`config.mk`:
```
export PLATFORM = sky130hd
export DESIGN_NAME = jtkicker_colmix_n
export DESIGN_NICKNAME = d
export VERILOG_FILES = /design/src/rtl/jtkicker_colmix_n.sv
export SDC_FILE = /design/constraint.sdc
export NUM_CORES = 2
export LEC_CHECK = 0
export ABC_AREA = 1
export BUFFER_PORTS_ARGS = -buffer_cell sky130_fd_sc_hd__buf_4
export CORE_MARGIN = 5
export CORE_UTILIZATION = 57
export DETAILED_ROUTE_END_ITERATION = 16
export HOLD_SLACK_MARGIN = 0.08
export PLACE_DENSITY_LB_ADDON = 0.12
export SYNTH_ARGS = -nofsm -noshare
export SYNTH_HDL_FRONTEND = slang
export SYNTH_SLANG_ARGS = --single-unit
export TNS_END_PERCENT = 50
```
`constraint.sdc`:
```
create_clock -name clk -period 2.4 [get_ports clk]
set_input_delay 0.6 -clock clk [delete_from_list [all_inputs] [get_ports clk]]
set_output_delay 0.6 -clock clk [all_outputs]
set_load 0.005 [all_outputs]
```
`src/rtl/jtkicker_colmix_n.sv`:
```
// Colour mixer for N tile/sprite layers: priority with transparency, PROM palette
// lookup and blanking, with a 3-tick pipeline on pxl_cen.
module jtkicker_colmix_n #(
    parameter int LAYERS = 2,
    parameter int PXLW   = 4,
    parameter int PALW   = 3,
    parameter int AW     = PALW + (LAYERS <= 2 ? 1 : 2) + PXLW,
    parameter int COLW   = 4
) (
    input  logic                     clk,
    input  logic                     rst_n,
    input  logic                     pxl_cen,
    input  logic [PALW-1:0]          pal_sel,
    input  logic                     prio_swap,
    input  logic [LAYERS-1:0]        layer_en,
    input  logic [LAYERS*PXLW-1:0]   layer_pxl,
    input  logic                     LHBL,
    input  logic                     LVBL,
    input  logic [AW-1:0]            prog_addr,
    input  logic [COLW-1:0]          prog_data,
    input  logic [2:0]               prog_en,
    output logic [COLW-1:0]          red,
    output logic [COLW-1:0]          green,
    output logic [COLW-1:0]          blue,
    output logic                     LHBL_dly,
    output logic                     LVBL_dly
);

    localparam int LW    = (LAYERS <= 2) ? 1 : 2;
    localparam int DEPTH = 1 << AW;

    logic [LW-1:0]   win_idx, win_idx_r;
    logic [PXLW-1:0] win_pxl, win_pxl_r;
    logic [PALW-1:0] pal_sel_r;
    logic [2:0]      hb_dl, vb_dl;
    logic [COLW-1:0] col_r, col_g, col_b;
    logic [AW-1:0]   rd_addr;

    logic [COLW-1:0] prom_r [0:DEPTH-1];
    logic [COLW-1:0] prom_g [0:DEPTH-1];
    logic [COLW-1:0] prom_b [0:DEPTH-1];

    generate
        if (LAYERS == 1) begin : g_single
            assign win_idx = '0;
            assign win_pxl = layer_en[0] ? layer_pxl[PXLW-1:0] : '0;
        end else begin : g_prio
            logic found;
            // Ascending scan: with prio_swap the first opaque hit sticks,
            // otherwise later (higher-index) hits overwrite earlier ones.
            always_comb begin
                win_idx = '0;
                win_pxl = layer_en[0] ? layer_pxl[PXLW-1:0] : '0;
                found   = 1'b0;
                for (int n = 0; n < LAYERS; n++) begin
                    if (layer_en[n] && layer_pxl[n*PXLW +: PXLW] != '0 &&
                        !(prio_swap && found)) begin
                        win_idx = LW'(n);
                        win_pxl = layer_pxl[n*PXLW +: PXLW];
                        found   = 1'b1;
                    end
                end
            end
        end
    endgenerate

    assign rd_addr  = {pal_sel_r, win_idx_r, win_pxl_r};
    assign LHBL_dly = hb_dl[2];
    assign LVBL_dly = vb_dl[2];

    // PROMs are not reset; a write and a read on the same edge return old data.
    always_ff @(posedge clk) begin
        if (prog_en[0]) prom_r[prog_addr] <= prog_data;
        if (prog_en[1]) prom_g[prog_addr] <= prog_data;
        if (prog_en[2]) prom_b[prog_addr] <= prog_data;
    end

    always_ff @(posedge clk or negedge rst_n) begin
        if (!rst_n) begin
            win_idx_r <= '0;
            win_pxl_r <= '0;
            pal_sel_r <= '0;
            hb_dl     <= '0;
            vb_dl     <= '0;
            col_r     <= '0;
            col_g     <= '0;
            col_b     <= '0;
            red       <= '0;
            green     <= '0;
            blue      <= '0;
        end else if (pxl_cen) begin
            win_idx_r <= win_idx;
            win_pxl_r <= win_pxl;
            pal_sel_r <= pal_sel;
            hb_dl     <= {hb_dl[1:0], LHBL};
            vb_dl     <= {vb_dl[1:0], LVBL};
            col_r     <= prom_r[rd_addr];
            col_g     <= prom_g[rd_addr];
            col_b     <= prom_b[rd_addr];
            // Blank gate uses the entry that moves into the last slot this tick
            if (hb_dl[1] && vb_dl[1]) begin
                red   <= col_r;
                green <= col_g;
                blue  <= col_b;
            end else begin
                red   <= '0;
                green <= '0;
                blue  <= '0;
            end
        end
    end

endmodule

```
==> metrics <==
Reg2Reg Depth=16; Non-Filler Instances=15428; Final Cycle Share=112%; combinational power share=roughly 14%; Hold Path Depth=4; GR Overflow Total=0; crit-path max FO=49; Fmax=between 300 and 400 MHz; CTS H-tree depth=5; Max stage delay on crit path=0.48 ns; Post-Syn Nets=11274; switching power=about 0.032 W; setup TNS=-3.10 ns; Final WS setup=-0.293 ns; pin count of the biggest net entering global routing=106; DRC=0; initial antenna violation count=17; failing checks=setup timing; final antenna-violating net count=0; DR WL/cell=25.2 microns; # IOs=48; crit path launch type=flip-flop; hpwl dp=249000 microns; final hold violation count=0; Core Region=0.225 sq mm; Min-Delay Endpoint=win_pxl_r[3]; DR vias=93546; reg2reg end=col_g[1]; Sink Count=3110; DP Area=0.142 sq mm; CTS Root Cell=clkbuf_16; cell area after synthesis=roughly 0.13 sq mm; Iter 0 DRT Violations=~12000; reg2reg start=win_pxl_r[0]; min-delay src=layer_pxl[7]; Worst path slowest cell=dfrtp_4; row cnt=174; WHS=0.102 ns; max-slew violations=0; CP Class=reg -> reg; max-cap violation count=0; vias per cell=6.06; chip width=485 microns; DRT Pass-1 Iters=6; Routed WL=389000 microns; Leak Pwr=57.2 nW; RePlAce Congestion=~0.92; Reg2Reg Setup Slack=-0.29 ns; Sw Share=25.3%; post-synthesis sequential area ratio=between 70% and 80%; Syn Area/Cell=11.5 sq um; Seq cells post-synth=3110; pwr dens=809 mW/mm^2; clock buffer depth=4; Worst path most repeated cell=nand3_1; status=finished, violations left; Worst Path Buf+Inv=6; Worst Tran Pin Value=about 0.8 ns; Setup violations, final=12; die area=0.236 sq mm; HP Class=in -> reg; layout cells sized above 1=16.1%; crit path cell chain=buf_12 > buf_4 > buf_16 > buf_12 > buf_12 > nand2_1 > nand3_1 > nand3_1 > nand3_2 > nand3_1 > nand3_1 > buf_6 > nand3_2 > nand3_4 > nand3_1 > nand2_1; first-pass GRT wire length=573000 microns; Int Pwr=0.0933 W; dpl cells=14761; total CTS buffers=326; clk_skew=between 0.03 and 0.04 ns; nets=around 12000; Total Routing Usage GR=32.4%; CP Depth=16; peak supply drop=0.000689 V; Reg power frac=48.0%; Arr. time, crit path=about 3.5 ns; minimum clock period=2.69 ns; TritonCTS clock tree=yes; Yosys Warn Count=0; Worst Setup End Kind=flip-flop; Clk pin slew, worst setup/hold paths=0.06 ns; Syn-to-layout area delta=19.9%; count of different cell masters after synthesis=22; headroom to the max-slew limit=46.3%; Initial Util=a little under three fifths; clock latency on the worst-skew pair=~0.94 ns; final instance area=0.154 sq mm; Syn Inst Count=11240; vias in the first global route=89752; Die H=485 microns; critical path's top delay family=simple AND/OR/NAND/NOR gates; CP required=3.23 ns; RSZ-0062 raised after global routing=true; Clk pwr share=a little under two fifths; PortBufs=between 40 and 50
==> synthesized netlist by cell type <==
cell	count	area, sq um
or2_2	4	25.0
o41ai_1	1	8.76
buf_12	1	20.0
inv_4	1	6.26
o211ai_1	3	22.5
nor2_1	802	3010
buf_2	412	2060
inv_2	4	15.0
edfxtp_1	3072	92200
o21ai_0	21	105
buf_8	2	30.0
nor4_1	1	6.26
nor3_1	4	20.0
dfrtp_1	38	951
nand2_1	3404	12800
clkbuf_1	187	702
nand3_1	3060	15300
inv_1	21	78.8
buf_6	52	586
buf_1	62	233
a21oi_1	3	15.0
buf_4	85	638
==> kinds of logic (layout without fill, tap and decap cells) <==
group,after synthesis,count (layout),share of synthesized area (%)
AO/OA/AOI/OAI,28,28,0.117
buffers and inverters,827,2009,3.39
flip-flops,3110,3110,72.3
other,0,14,0
AND/OR/NAND/NOR,7275,7275,24.2
==> flip-flops by register name, indices dropped and copies added (netlist names), 3 cells and up <==
register and flops:
col_r 4, hb_dl 3, blue 4, prom_r 1024, prom_b 1024, win_pxl_r 4, col_g 4, red 4
pal_sel_r 3, prom_g 1024, col_b 4, vb_dl 3, green 4
==> layout make-up <==
cell class                 instances  area, sq um
multi-input combinational       7303        32300
clock inverter                   140         1130
inverter                          26          166
sequential                      3110        93200
clock buffer                     421         8800
fill                           15902        70400
antenna                           14         35.0
timing repair buffer            1421        15000
tap                             2992         3740
timing repair inverter             1         8.76
==> worst max-delay path by stage <==
stage,from,end,slack [ns]
after floorplan,prog_addr[1],prom_b[26][0],0.33
after global placement,win_pxl_r[0],col_b[3],-0.63
after detailed placement,win_pxl_r[0],col_b[3],-0.64
after CTS,win_pxl_r[0],col_g[0],-0.22
after global routing,win_pxl_r[0],col_b[0],-0.37
final,win_pxl_r[0],col_g[1],-0.29
==> cell usage in the layout (no fill, tap or decap), drive strengths merged <==
| master | synthesis | routed |
|---|---|---|
| a21oi | 3 | 3 |
| buf | 614 | 1373 |
| bufbuf | 0 | 24 |
| bufinv | 0 | 18 |
| clkbuf | 187 | 423 |
| clkinv | 0 | 108 |
| clkinvlp | 0 | 10 |
| dfrtp | 38 | 38 |
| diode | 0 | 14 |
| dlygate4sd3 | 0 | 20 |
| dlymetal6s4s | 0 | 2 |
| edfxtp | 3072 | 3072 |
| inv | 26 | 31 |
| nand2 | 3404 | 3404 |
| nand3 | 3060 | 3060 |
| nor2 | 802 | 802 |
| nor3 | 4 | 4 |
| nor4 | 1 | 1 |
| o211ai | 3 | 3 |
| o21ai | 21 | 21 |
| o41ai | 1 | 1 |
| or2 | 4 | 4 |
==> power groups by stage <==
stage	registers (W)	clock network, W	logic (W)
after floorplan	0.0611	0	0.00822
after global placement	0.0612	0	0.0152
after detailed placement	0.0612	0	0.0153
after CTS	0.0600	0.0482	0.0167
after global routing	0.0600	0.0506	0.0181
final	0.0600	0.0478	0.0171
==> repair_timing <==
action,CTS,global route
gates cloned,31,2
gates resized for setup,220,35
pin swaps,14,5
setup buffers,28,9
hold buffers,22,0
endpoints found under the hold margin,72,0
endpoints found under the setup margin,12,14
==> worst min-delay path, stage by stage <==
cell            delay, ns
buf_4                0.09
nand2_1              0.05
o211ai_1             0.07
dlymetal6s4s_1       0.18
==> metal layers <==
| layer | routed length (microns) | global-route usage (%) | share of wire, % | vias to the layer above |
|---|---|---|---|---|
| met5 | 49 | 0 | 0.013 | - |
| met4 | 18800 | 14.4 | 4.8 | 8 |
| met3 | 43700 | 6.98 | 11 | 883 |
| met2 | 178000 | 50.1 | 46 | 5769 |
| met1 | 148000 | 44.9 | 38 | 45368 |
| li1 | - | - | - | 41518 |
==> per-stage QoR <==
stage	worst slack [ns]	total power, W	utilization (%)
floorplan	0.330	0.0693	-
global placement	-0.634	0.0763	63.0
detailed placement	-0.645	0.0765	63.0
CTS	-0.220	0.125	68.5
global route	-0.367	0.129	68.7
finish	-0.293	0.125	68.7
No activity file was read; power rests on OpenSTA's default activity.
